==> src/rtl/fft_mdc_stage_pkg.sv <==
// Shared definitions for the radix-2 MDC FFT stage.
// Contains the twiddle quantisation helpers (cos / -sin rounded to nearest
// on TW_FRAC fraction bits) and the signed saturation helper.
// Everything here is evaluated either at elaboration time (twiddles) or as
// plain combinational logic (saturation).
package fft_mdc_stage_pkg;

  localparam real MDC_PI = 3.14159265358979323846;

  // Round a real value to the nearest integer on 'frac' fraction bits,
  // ties away from zero.
  function automatic int tw_quant(input real x, input int frac);
    real scaled;
    scaled = x * $itor(32'sd1 <<< frac);
    if (scaled >= 0.0) begin
      return $rtoi($floor(scaled + 0.5));
    end else begin
      return -$rtoi($floor(-scaled + 0.5));
    end
  endfunction

  // Real part of W(k) = exp(-j*pi*k/delay).
  function automatic int tw_re(input int k, input int delay, input int frac);
    return tw_quant($cos(MDC_PI * $itor(k) / $itor(delay)), frac);
  endfunction

  // Imaginary part of W(k) = exp(-j*pi*k/delay).
  function automatic int tw_im(input int k, input int delay, input int frac);
    return tw_quant(-$sin(MDC_PI * $itor(k) / $itor(delay)), frac);
  endfunction

  // Clamp a signed value to the range of a w-bit two's complement number.
  function automatic longint sat(input longint v, input int w);
    longint hi;
    longint lo;
    hi = (64'sd1 <<< (w - 32'sd1)) - 64'sd1;
    lo = -(64'sd1 <<< (w - 32'sd1));
    if (v > hi) begin
      return hi;
    end else if (v < lo) begin
      return lo;
    end else begin
      return v;
    end
  endfunction

endpackage

==> src/rtl/fft_mdc_stage_delay_line.sv <==
// mdc_delay_line: complex shift register of DEPTH stages.
// Ports:
//   clk, rst          - clock, asynchronous active-high reset (clears stages)
//   en                - shift enable; when low every stage holds
//   in_re, in_im      - sample entering stage 0
//   out_re, out_im    - sample leaving the last stage (DEPTH enables later)
module mdc_delay_line #(
  parameter int WIDTH = 9,
  parameter int DEPTH = 2
) (
  input  logic             clk,
  input  logic             rst,
  input  logic             en,
  input  logic [WIDTH-1:0] in_re,
  input  logic [WIDTH-1:0] in_im,
  output logic [WIDTH-1:0] out_re,
  output logic [WIDTH-1:0] out_im
);

  logic [WIDTH-1:0] re_r [DEPTH];
  logic [WIDTH-1:0] im_r [DEPTH];

  // Shift register: stage 0 takes the input, each later stage its predecessor
  always_ff @(posedge clk or posedge rst) begin
    if (rst) begin
      for (int i = 0; i < DEPTH; i++) begin
        re_r[i] <= '0;
        im_r[i] <= '0;
      end
    end else if (en) begin
      re_r[0] <= in_re;
      im_r[0] <= in_im;
      for (int i = 1; i < DEPTH; i++) begin
        re_r[i] <= re_r[i-1];
        im_r[i] <= im_r[i-1];
      end
    end
  end

  assign out_re = re_r[DEPTH-1];
  assign out_im = im_r[DEPTH-1];

endmodule

==> src/rtl/fft_mdc_stage.sv <==
// fft_mdc_stage: one radix-2 multi-path delay commutator FFT stage.
// The lower rail is delayed by DELAY samples, a commutator (driven by the
// MSB of the sample counter) swaps the delayed-lower and upper paths, the
// commutator-upper path is delayed by another DELAY samples and a butterfly
// combines it with the commutator-lower path. The difference is rotated by
// W(k) = exp(-j*pi*k/DELAY). Outputs are registered, one cycle after the
// accepted input, once 2*DELAY samples have filled the pipeline.
// Ports:
//   clk, rst                       - clock, asynchronous active-high reset
//   clear                          - synchronous frame restart (beats in_valid)
//   in_valid                       - input pair valid; low cycles freeze state
//   in_up_re/im, in_l_re/im        - upper / lower input rails (signed)
//   out_valid                      - registered output pair valid
//   out_up_re/im, out_l_re/im      - registered sum / rotated difference
module fft_mdc_stage
  import fft_mdc_stage_pkg::*;
#(
  parameter int WIDTH    = 9,
  parameter int DELAY    = 2,
  parameter int TW_FRAC  = 7,
  parameter int SCALE_EN = 0
) (
  input  logic             clk,
  input  logic             rst,
  input  logic             clear,
  input  logic             in_valid,
  input  logic [WIDTH-1:0] in_up_re,
  input  logic [WIDTH-1:0] in_up_im,
  input  logic [WIDTH-1:0] in_l_re,
  input  logic [WIDTH-1:0] in_l_im,
  output logic             out_valid,
  output logic [WIDTH-1:0] out_up_re,
  output logic [WIDTH-1:0] out_up_im,
  output logic [WIDTH-1:0] out_l_re,
  output logic [WIDTH-1:0] out_l_im
);

  localparam int KW  = $clog2(DELAY);
  localparam int CW  = KW + 1;
  localparam int FW  = KW + 2;
  localparam int TWW = TW_FRAC + 2;

  logic [CW-1:0] cnt_r;
  logic [FW-1:0] fill_r;
  logic          accept_s;
  logic          primed_s;
  logic          load_s;
  logic          sel_s;
  logic [KW-1:0] k_s;

  logic signed [WIDTH-1:0] dl_re_s, dl_im_s;
  logic signed [WIDTH-1:0] cu_re_s, cu_im_s;
  logic signed [WIDTH-1:0] b_re_s, b_im_s;
  logic signed [WIDTH-1:0] a_re_s, a_im_s;

  logic signed [WIDTH:0]   sum_re_s, sum_im_s, dif_re_s, dif_im_s;
  logic signed [WIDTH:0]   sum_re_sc_s, sum_im_sc_s, dif_re_sc_s, dif_im_sc_s;
  logic signed [WIDTH-1:0] up_re_s, up_im_s, dsat_re_s, dsat_im_s;
  logic signed [WIDTH-1:0] l_re_s, l_im_s;
  logic signed [TWW-1:0]   w_re_s, w_im_s;
  longint                  prod_re_s, prod_im_s;

  logic signed [TWW-1:0] tw_re_tab [DELAY];
  logic signed [TWW-1:0] tw_im_tab [DELAY];

  // A clear in the same cycle discards the sample, so it must not shift anything.
  assign accept_s = in_valid & ~clear;
  assign primed_s = (fill_r == FW'(2 * DELAY));
  assign load_s   = accept_s & primed_s;
  assign sel_s    = cnt_r[CW-1];
  assign k_s      = cnt_r[KW-1:0];

  // Twiddle constants, one per k, computed at elaboration.
  for (genvar gi = 0; gi < DELAY; gi++) begin : g_tw
    localparam int TR = tw_re(gi, DELAY, TW_FRAC);
    localparam int TI = tw_im(gi, DELAY, TW_FRAC);
    assign tw_re_tab[gi] = TWW'(TR);
    assign tw_im_tab[gi] = TWW'(TI);
  end

  // Sample counter; width makes the wrap from 2*DELAY-1 to 0 implicit
  always_ff @(posedge clk or posedge rst) begin
    if (rst) begin
      cnt_r <= '0;
    end else if (clear) begin
      cnt_r <= '0;
    end else if (in_valid) begin
      cnt_r <= cnt_r + CW'(1'b1);
    end
  end

  // Fill counter; saturates at 2*DELAY to mark the pipeline as primed
  always_ff @(posedge clk or posedge rst) begin
    if (rst) begin
      fill_r <= '0;
    end else if (clear) begin
      fill_r <= '0;
    end else if (in_valid && !primed_s) begin
      fill_r <= fill_r + FW'(1'b1);
    end
  end

  mdc_delay_line #(.WIDTH(WIDTH), .DEPTH(DELAY)) u_dl_low (
    .clk    (clk),
    .rst    (rst),
    .en     (accept_s),
    .in_re  (in_l_re),
    .in_im  (in_l_im),
    .out_re (dl_re_s),
    .out_im (dl_im_s)
  );

  // Commutator: straight when sel is 0, swapped when sel is 1
  always_comb begin
    if (sel_s) begin
      cu_re_s = dl_re_s;
      cu_im_s = dl_im_s;
      b_re_s  = $signed(in_up_re);
      b_im_s  = $signed(in_up_im);
    end else begin
      cu_re_s = $signed(in_up_re);
      cu_im_s = $signed(in_up_im);
      b_re_s  = dl_re_s;
      b_im_s  = dl_im_s;
    end
  end

  mdc_delay_line #(.WIDTH(WIDTH), .DEPTH(DELAY)) u_dl_up (
    .clk    (clk),
    .rst    (rst),
    .en     (accept_s),
    .in_re  (cu_re_s),
    .in_im  (cu_im_s),
    .out_re (a_re_s),
    .out_im (a_im_s)
  );

  // Butterfly at WIDTH+1 bits, optional halving, saturation, twiddle rotation
  always_comb begin
    sum_re_s = {a_re_s[WIDTH-1], a_re_s} + {b_re_s[WIDTH-1], b_re_s};
    sum_im_s = {a_im_s[WIDTH-1], a_im_s} + {b_im_s[WIDTH-1], b_im_s};
    dif_re_s = {a_re_s[WIDTH-1], a_re_s} - {b_re_s[WIDTH-1], b_re_s};
    dif_im_s = {a_im_s[WIDTH-1], a_im_s} - {b_im_s[WIDTH-1], b_im_s};
    if (SCALE_EN != 0) begin
      sum_re_sc_s = sum_re_s >>> 32'd1;
      sum_im_sc_s = sum_im_s >>> 32'd1;
      dif_re_sc_s = dif_re_s >>> 32'd1;
      dif_im_sc_s = dif_im_s >>> 32'd1;
    end else begin
      sum_re_sc_s = sum_re_s;
      sum_im_sc_s = sum_im_s;
      dif_re_sc_s = dif_re_s;
      dif_im_sc_s = dif_im_s;
    end
    up_re_s   = WIDTH'(sat(longint'(sum_re_sc_s), WIDTH));
    up_im_s   = WIDTH'(sat(longint'(sum_im_sc_s), WIDTH));
    dsat_re_s = WIDTH'(sat(longint'(dif_re_sc_s), WIDTH));
    dsat_im_s = WIDTH'(sat(longint'(dif_im_sc_s), WIDTH));
    w_re_s    = tw_re_tab[k_s];
    w_im_s    = tw_im_tab[k_s];
    // Full-precision complex product; >>> on a signed value floors.
    prod_re_s = longint'(dsat_re_s) * longint'(w_re_s) - longint'(dsat_im_s) * longint'(w_im_s);
    prod_im_s = longint'(dsat_re_s) * longint'(w_im_s) + longint'(dsat_im_s) * longint'(w_re_s);
    l_re_s    = WIDTH'(sat(prod_re_s >>> TW_FRAC, WIDTH));
    l_im_s    = WIDTH'(sat(prod_im_s >>> TW_FRAC, WIDTH));
  end

  // Output registers: valid follows load by one cycle, data loads only with it
  always_ff @(posedge clk or posedge rst) begin
    if (rst) begin
      out_valid <= 1'b0;
      out_up_re <= '0;
      out_up_im <= '0;
      out_l_re  <= '0;
      out_l_im  <= '0;
    end else begin
      out_valid <= load_s;
      if (load_s) begin
        out_up_re <= up_re_s;
        out_up_im <= up_im_s;
        out_l_re  <= l_re_s;
        out_l_im  <= l_im_s;
      end
    end
  end

endmodule

==> config.mk <==
export PLATFORM = sky130hd
export DESIGN_NAME = fft_mdc_stage
export DESIGN_NICKNAME = d
export VERILOG_FILES = /design/src/rtl/fft_mdc_stage_pkg.sv /design/src/rtl/fft_mdc_stage_delay_line.sv /design/src/rtl/fft_mdc_stage.sv
export SDC_FILE = /design/constraint.sdc
export NUM_CORES = 1
export LEC_CHECK = 0
export CORE_MARGIN = 8
export CORE_UTILIZATION = 39
export DETAILED_ROUTE_END_ITERATION = 8
export PLACE_DENSITY = 0.65
export RECOVER_POWER = 25
export SYNTH_ARGS = -nofsm -noshare
export SYNTH_HDL_FRONTEND = slang
export SYNTH_SLANG_ARGS = --single-unit
==> constraint.sdc <==
create_clock -name clk -period 11.51 [get_ports clk]
set_input_delay 1.7265 -clock clk [delete_from_list [all_inputs] [get_ports clk]]
set_output_delay 1.7265 -clock clk [all_outputs]
set_load 0.03 [all_outputs]
==> run metrics, run 1 <==
R2R setup slack approximately 3.4 ns; data required time of the worst path roughly 12 ns; Overflow after GRT 0; Post-Synth Adder-Cell Area between 20% and 30%; Critical Path Slowest Stage Cell fa_1; # nets final roughly 1500; critical path class in2reg; Post-synth top flop dfrtp_1; Iter 0 DRT Violations ~280; Die X ~180 um; min-delay worst type reg2reg; Hold EP u_dl_low.out_im[0]; setup_tns 0 ns; Initial DRT Pass Iterations 4; synth warn 0; CP max FO 7; Final Hold Viols 0; most frequent CP cell ha_1; vias per cell approximately 4.8; Critical Path AT around 9.1 ns; hold-fix buffers at CTS 0; RSZ-0062 raised after global routing false; Rel. slew slack -71.0%; hold slack approximately 0.46 ns; Initial Util between 30% and 40%; Reg clk slew, reported paths around 0.060 ns; largest net degree at the start of global routing between 80 and 90; FP Rows 58; max incr delay on CP ~0.53 ns; fraction of layout instances using a drive strength above 1 about 5.7%; multiplexer share of the synthesized area 3.89%; clk_lat worst skew 0.42 ns; Mean Syn Cell Area roughly 8.6 um2; wire per inst ~13 um; Area Growth Syn to Fin 16.5%; cell count after synthesis 1165; Die Footprint between 30000 and 40000 um2; drt total wl 20500 um; fraction of the cycle the final worst path needs around three quarters; simple-gate portion of the synthesized area 16.0%; R2R Path End out_l_re[4]; Clock Sinks ~110; Post-Syn Area 9990 um2; Setup WS pre-CTS approximately 2.4 ns; postcts setup bufs 0; I/O Pins a little under 80; ant diodes 0; worst reg-to-reg path cell count 31; number of synthesized flops with an enable pin 0; CORE AREA about 25000 um2; final worst setup slack roughly 2.8 ns; Remaining DRCs 0; status complete, but fails checks; root buf cell clkbuf_16; Port Buffers 76; Critical R2R Launch cnt_r[1]; H-tree Lvls 4; Vias 7525; violations in the final reports max-capacitance violations, max-slew violations; CP bufs+invs 4; fmax roughly 0.11 GHz; Yosys reg bits around 110; Setup Viol. Count Final 0; crit end category flop; Worst Tran Pin Value ~2.6 ns; post-place instance area 11000 um2; total CTS buffers 17; initial antenna violation count 0; post-synth cell types 60; most frequent cells in the layout 236 x nand2_1, 159 x ha_1, 140 x inv_1; main combinational cell family by area after synthesis adder cells; vias in the first global route ~7500; ys async rst share 100%; Final Instance Area around 12000 um2; MaxCap Viol Count 2; fin crit period between 8 and 9 ns; Top delay family on crit path adder cells; Die H approximately 180 um; CTS tree done; Slew Limit Fails about 110; hold path start u_dl_low.im_r[9]; Clock Tree Buf Depth 2; Global Route Usage Sum between 10% and 20%; worst hold stages 2; register area share after synthesis about 29%; DRT antenna net count 0; CTS resizes 0; first-pass GRT wire length 35300 um; Synth Net Count about 1400; crit path launch type input port; Compound-Gate Fraction of Synth Area a little under an eighth; skew final roughly 0.01 ns; commonest non-fill, non-tap cell in the layout nand2_1; GP Congestion 0.823; post-DP HPWL 16000 um; XOR/XNOR Fraction of Synth Area 4.29%
-- sequential cells by signal, summed over array words and instances, names as in the netlist --
signal           count
u_dl_up.out_im       9
u_dl_low.re_r        9
u_dl_up.re_r         9
out_l_im             9
u_dl_up.im_r         9
u_dl_up.out_re       9
u_dl_low.out_im      9
fill_r               3
u_dl_low.out_re      9
out_l_re             9
out_up_re            9
out_valid            1
u_dl_low.im_r        9
out_up_im            9
cnt_r                2
-- layer usage --
| metal | track usage (%) | vias to the layer above | share of wire (%) |
|---|---|---|---|
| met5 | 0 | - | 0 |
| met4 | 3.81 | 0 | 1.5 |
| met3 | 2.86 | 23 | 2.9 |
| met2 | 23.5 | 108 | 49 |
| met1 | 17.0 | 3489 | 47 |
| li1 | - | 3905 | - |
-- cells in the mapped netlist (all sizes together), types with 4 or more instances --
master | number | area (um2)
a21o | 11 | 82.6
a21oi | 47 | 243
a31oi | 4 | 25.0
and2 | 14 | 87.6
buf | 12 | 67.6
clkbuf | 33 | 124
dfrtp | 114 | 2850
fa | 31 | 621
ha | 159 | 1990
inv | 141 | 529
maj3 | 20 | 200
mux2 | 4 | 48.8
mux2i | 34 | 340
nand2 | 236 | 886
nand2b | 14 | 95.1
nand3 | 4 | 20.0
nor2 | 75 | 284
nor2b | 9 | 63.8
nor3 | 10 | 50.1
o211ai | 4 | 53.8
o21a | 7 | 52.6
o21ai | 88 | 482
o21bai | 5 | 37.5
or2 | 4 | 25.0
xnor2 | 37 | 324
xor2 | 12 | 105
-- cell families (layout without fill, tap and decap cells) --
group	Yosys count	after routing
and+or+nand+nor	378	378
buffers and inverters	186	255
DFF	114	114
AOI/OAI and AO/OA	189	189
adders and majority gates	210	210
other	1	1
xor gates and xnor gates	49	49
muxes	38	38
-- worst max-delay path by stage --
stage	cells after the start	slack (ns)	end	from
after floorplan	28	3.38	out_l_re[2]	in_up_im[0]
after global placement	29	2.61	out_l_re[5]	in_up_im[0]
after detailed placement	31	2.45	out_l_re[4]	in_up_im[0]
after CTS	31	2.88	out_l_re[4]	in_up_im[0]
after global routing	31	2.34	out_l_re[4]	in_up_im[0]
final	31	2.81	out_l_re[4]	in_up_im[0]
-- worst register-to-register path, delay by kind of cell, from the launching register on --
family	cells	cell delay, ns
buffers and inverters	4	0.58
AND/OR/NAND/NOR	6	1.06
multiplexers	1	0.44
adder cells (fa/ha/maj)	9	3.19
AO/OA/AOI/OAI	10	2.01
XOR/XNOR	1	0.23
flip-flops	1	0.56
-- through the flow --
stage               utilization [%]  std cells
floorplan                         -       1165
global placement               43.8       1532
detailed placement             43.8       1532
CTS                            46.3       1564
global route                   46.2       1564
finish                         46.2       1564
-- layout make-up --
| cell class | instances | area (um2) |
|---|---|---|
| clock buffers | 21 | 460 |
| clock inverters | 11 | 153 |
| fillers | 2418 | 13500 |
| inverters | 141 | 531 |
| multi-input cells | 865 | 6430 |
| flip-flops and latches | 114 | 2850 |
| well taps | 330 | 413 |
| repair buffers | 82 | 802 |
Power of run 1 is not shown: default switching activity piles up to over one toggle a cycle in this logic, so the estimate is an artifact.
==> run 2: changes to the inputs <==
- clock period: 11.51 -> 8.3 ns (I/O delays scaled with it)
==> run metrics, run 2 (synthesis results as in run 1) <==
Worst Tran Pin Value 2.52 ns (-0.0419 ns); Overflow after GRT 0 (unchanged); Port Buffers 76 (unchanged); Critical Path AT 8.25 ns (-0.81 ns); crit path launch type input port; R2R Path End out_l_re[3]; commonest non-fill, non-tap cell in the layout nand2_1; Die Footprint 31000 um2 (unchanged); Die X 176 um (unchanged); Vias 7633 (+1.4%); R2R setup slack 0.66 ns (-2.74 ns); H-tree Lvls 4 (unchanged); Reg clk slew, reported paths 0.06 ns (about the same); drt total wl 21100 um (+2.7%); CP max FO 6 (-1); vias per cell 4.81 (about the same); most frequent cells in the layout 236 x nand2_1, 158 x ha_1, 140 x inv_1; Global Route Usage Sum 14.1% (+0.41 points); fraction of the cycle the final worst path needs a little over nine tenths; most frequent CP cell ha_1; DRT antenna net count 0 (unchanged); worst hold stages 2 (unchanged); CP bufs+invs 6 (+2); GP Congestion 0.836 (+1.6%); Die H 176 um (unchanged); MaxCap Viol Count 2 (unchanged); fmax approximately 0.13 GHz; FP Rows 58 (unchanged); critical path class in2reg; Initial DRT Pass Iterations 4 (unchanged); root buf cell clkbuf_16; Slew Limit Fails 113 (+5.6%); data required time of the worst path 8.61 ns (-3.26 ns); Critical Path Slowest Stage Cell fa_1; Final Instance Area 11900 um2 (+1.9%); vias in the first global route 7587 (+1.1%); footprint of the multi-input gates 6470 um2 (+0.72%); Clock Sinks 114 (unchanged); first-pass GRT wire length 36000 um (+1.8%); Remaining DRCs 0 (unchanged); CORE AREA 25200 um2 (unchanged); RSZ-0062 raised after global routing false; fill count 2388 (-1.2%); skew final 0.0184 ns (+0.00865 ns); Critical R2R Launch cnt_r[1]; hold-fix buffers at CTS 0 (unchanged); met3 wirelength from detailed routing 447 um (-24%); Initial Util 39.7% (unchanged); Setup Viol. Count Final 0 (unchanged); ant diodes 0 (unchanged); post-place instance area 11200 um2 (+1.4%); Seq. cell area 2850 um2 (unchanged); largest net degree at the start of global routing 87 (unchanged); Area Growth Syn to Fin 18.7%; worst reg-to-reg path cell count 28 (-9.7%); Final Hold Viols 0 (unchanged); routed wl met2 10300 um (+2.4%); CTS tree done; I/O Pins 77 (unchanged); Rel. slew slack -68.2% (+2.8 points); total CTS buffers 17 (unchanged); post-DP HPWL 16300 um (+2.0%); fraction of layout instances using a drive strength above 1 8.04% (+2.4 points); # nets final 1473 (+1.5%); Post-Route M1 WL 10000 um (+4.5%); fin crit period around 8 ns; status complete, but fails checks; initial antenna violation count 0 (unchanged); Hold EP u_dl_low.out_im[4]; min-delay worst type reg2reg; Top delay family on crit path adder cells; violations in the final reports max-capacitance violations, max-slew violations; Clock Tree Buf Depth 2 (unchanged); highest metal used met4; wire per inst 13.3 um (+1.3%); hold path start u_dl_low.im_r[13]; max incr delay on CP 0.52 ns (about the same); crit end category flop; Iter 0 DRT Violations 305 (+8.5%); clk_lat worst skew 0.43 ns (about the same)
## run 2: how the worst max path moves through the flow
stage	startpoint	end	slack, ns	cells past startpoint
2_1_floorplan	in_up_im[0]	out_l_re[2]	0.65	28
3_3_place_gp	in_up_im[0]	out_l_re[2]	-0.02	29
3_5_place_dp	in_up_im[0]	out_l_re[3]	-0.12	29
4_1_cts	in_up_im[0]	out_l_re[3]	0.31	29
5_1_grt	in_up_im[0]	out_l_re[6]	0.002	28
6_report	in_up_im[0]	out_l_re[3]	0.36	28
## run 2: worst min-delay path, stage by stage (launching register included)
cell and delay, ns:
dfrtp_1 0.34, nand2_1 0.05, nand2_1 0.05
## run 2: timing repair
item	CTS	global route
resized for setup	0	11
setup endpoints to repair	0	14
buffers inserted	0	1
## run 2: metal layers
layer / global-route usage (%) / up-vias
met5: 0 / -
met4: 4.27 / 0
met3: 2.33 / 24
met2: 24.5 / 84
met1: 17.5 / 3567
li1: - / 3958
## run 2: final cells by class
| type | count | share of cell area [%] |
|---|---|---|
| inverter | 141 | 4.47 |
| clock inverter | 13 | 1.44 |
| tap | 330 | 3.48 |
| multi-input combinational | 865 | 54.6 |
| clock buffer | 19 | 3.82 |
| timing repair buffer | 104 | 8.15 |
| sequential | 114 | 24.1 |
## run 2: through the flow
| step | worst slack, ns | utilization (%) | hold slack [ns] | setup TNS (ns) | std cells |
|---|---|---|---|---|---|
| floorplan | 0.654 | - | 0.439 | 0 | 1165 |
| global placement | -0.0245 | 44.5 | 0.446 | -0.132 | 1553 |
| detailed placement | -0.116 | 44.5 | 0.447 | -0.747 | 1553 |
| CTS | 0.314 | 46.9 | 0.462 | 0 | 1585 |
| global route | 0.00191 | 47.1 | 0.478 | 0 | 1586 |
| finish | 0.363 | 47.1 | 0.459 | 0 | 1586 |
Power of run 2 is left out for the same reason.
==> run 3: changes to the inputs <==
- CAP_MARGIN: unset -> 25
==> results of run 3 <==
No change in the layout: final DEF, timing and power equal those of run 2.
Power of run 3 is left out for the same reason.
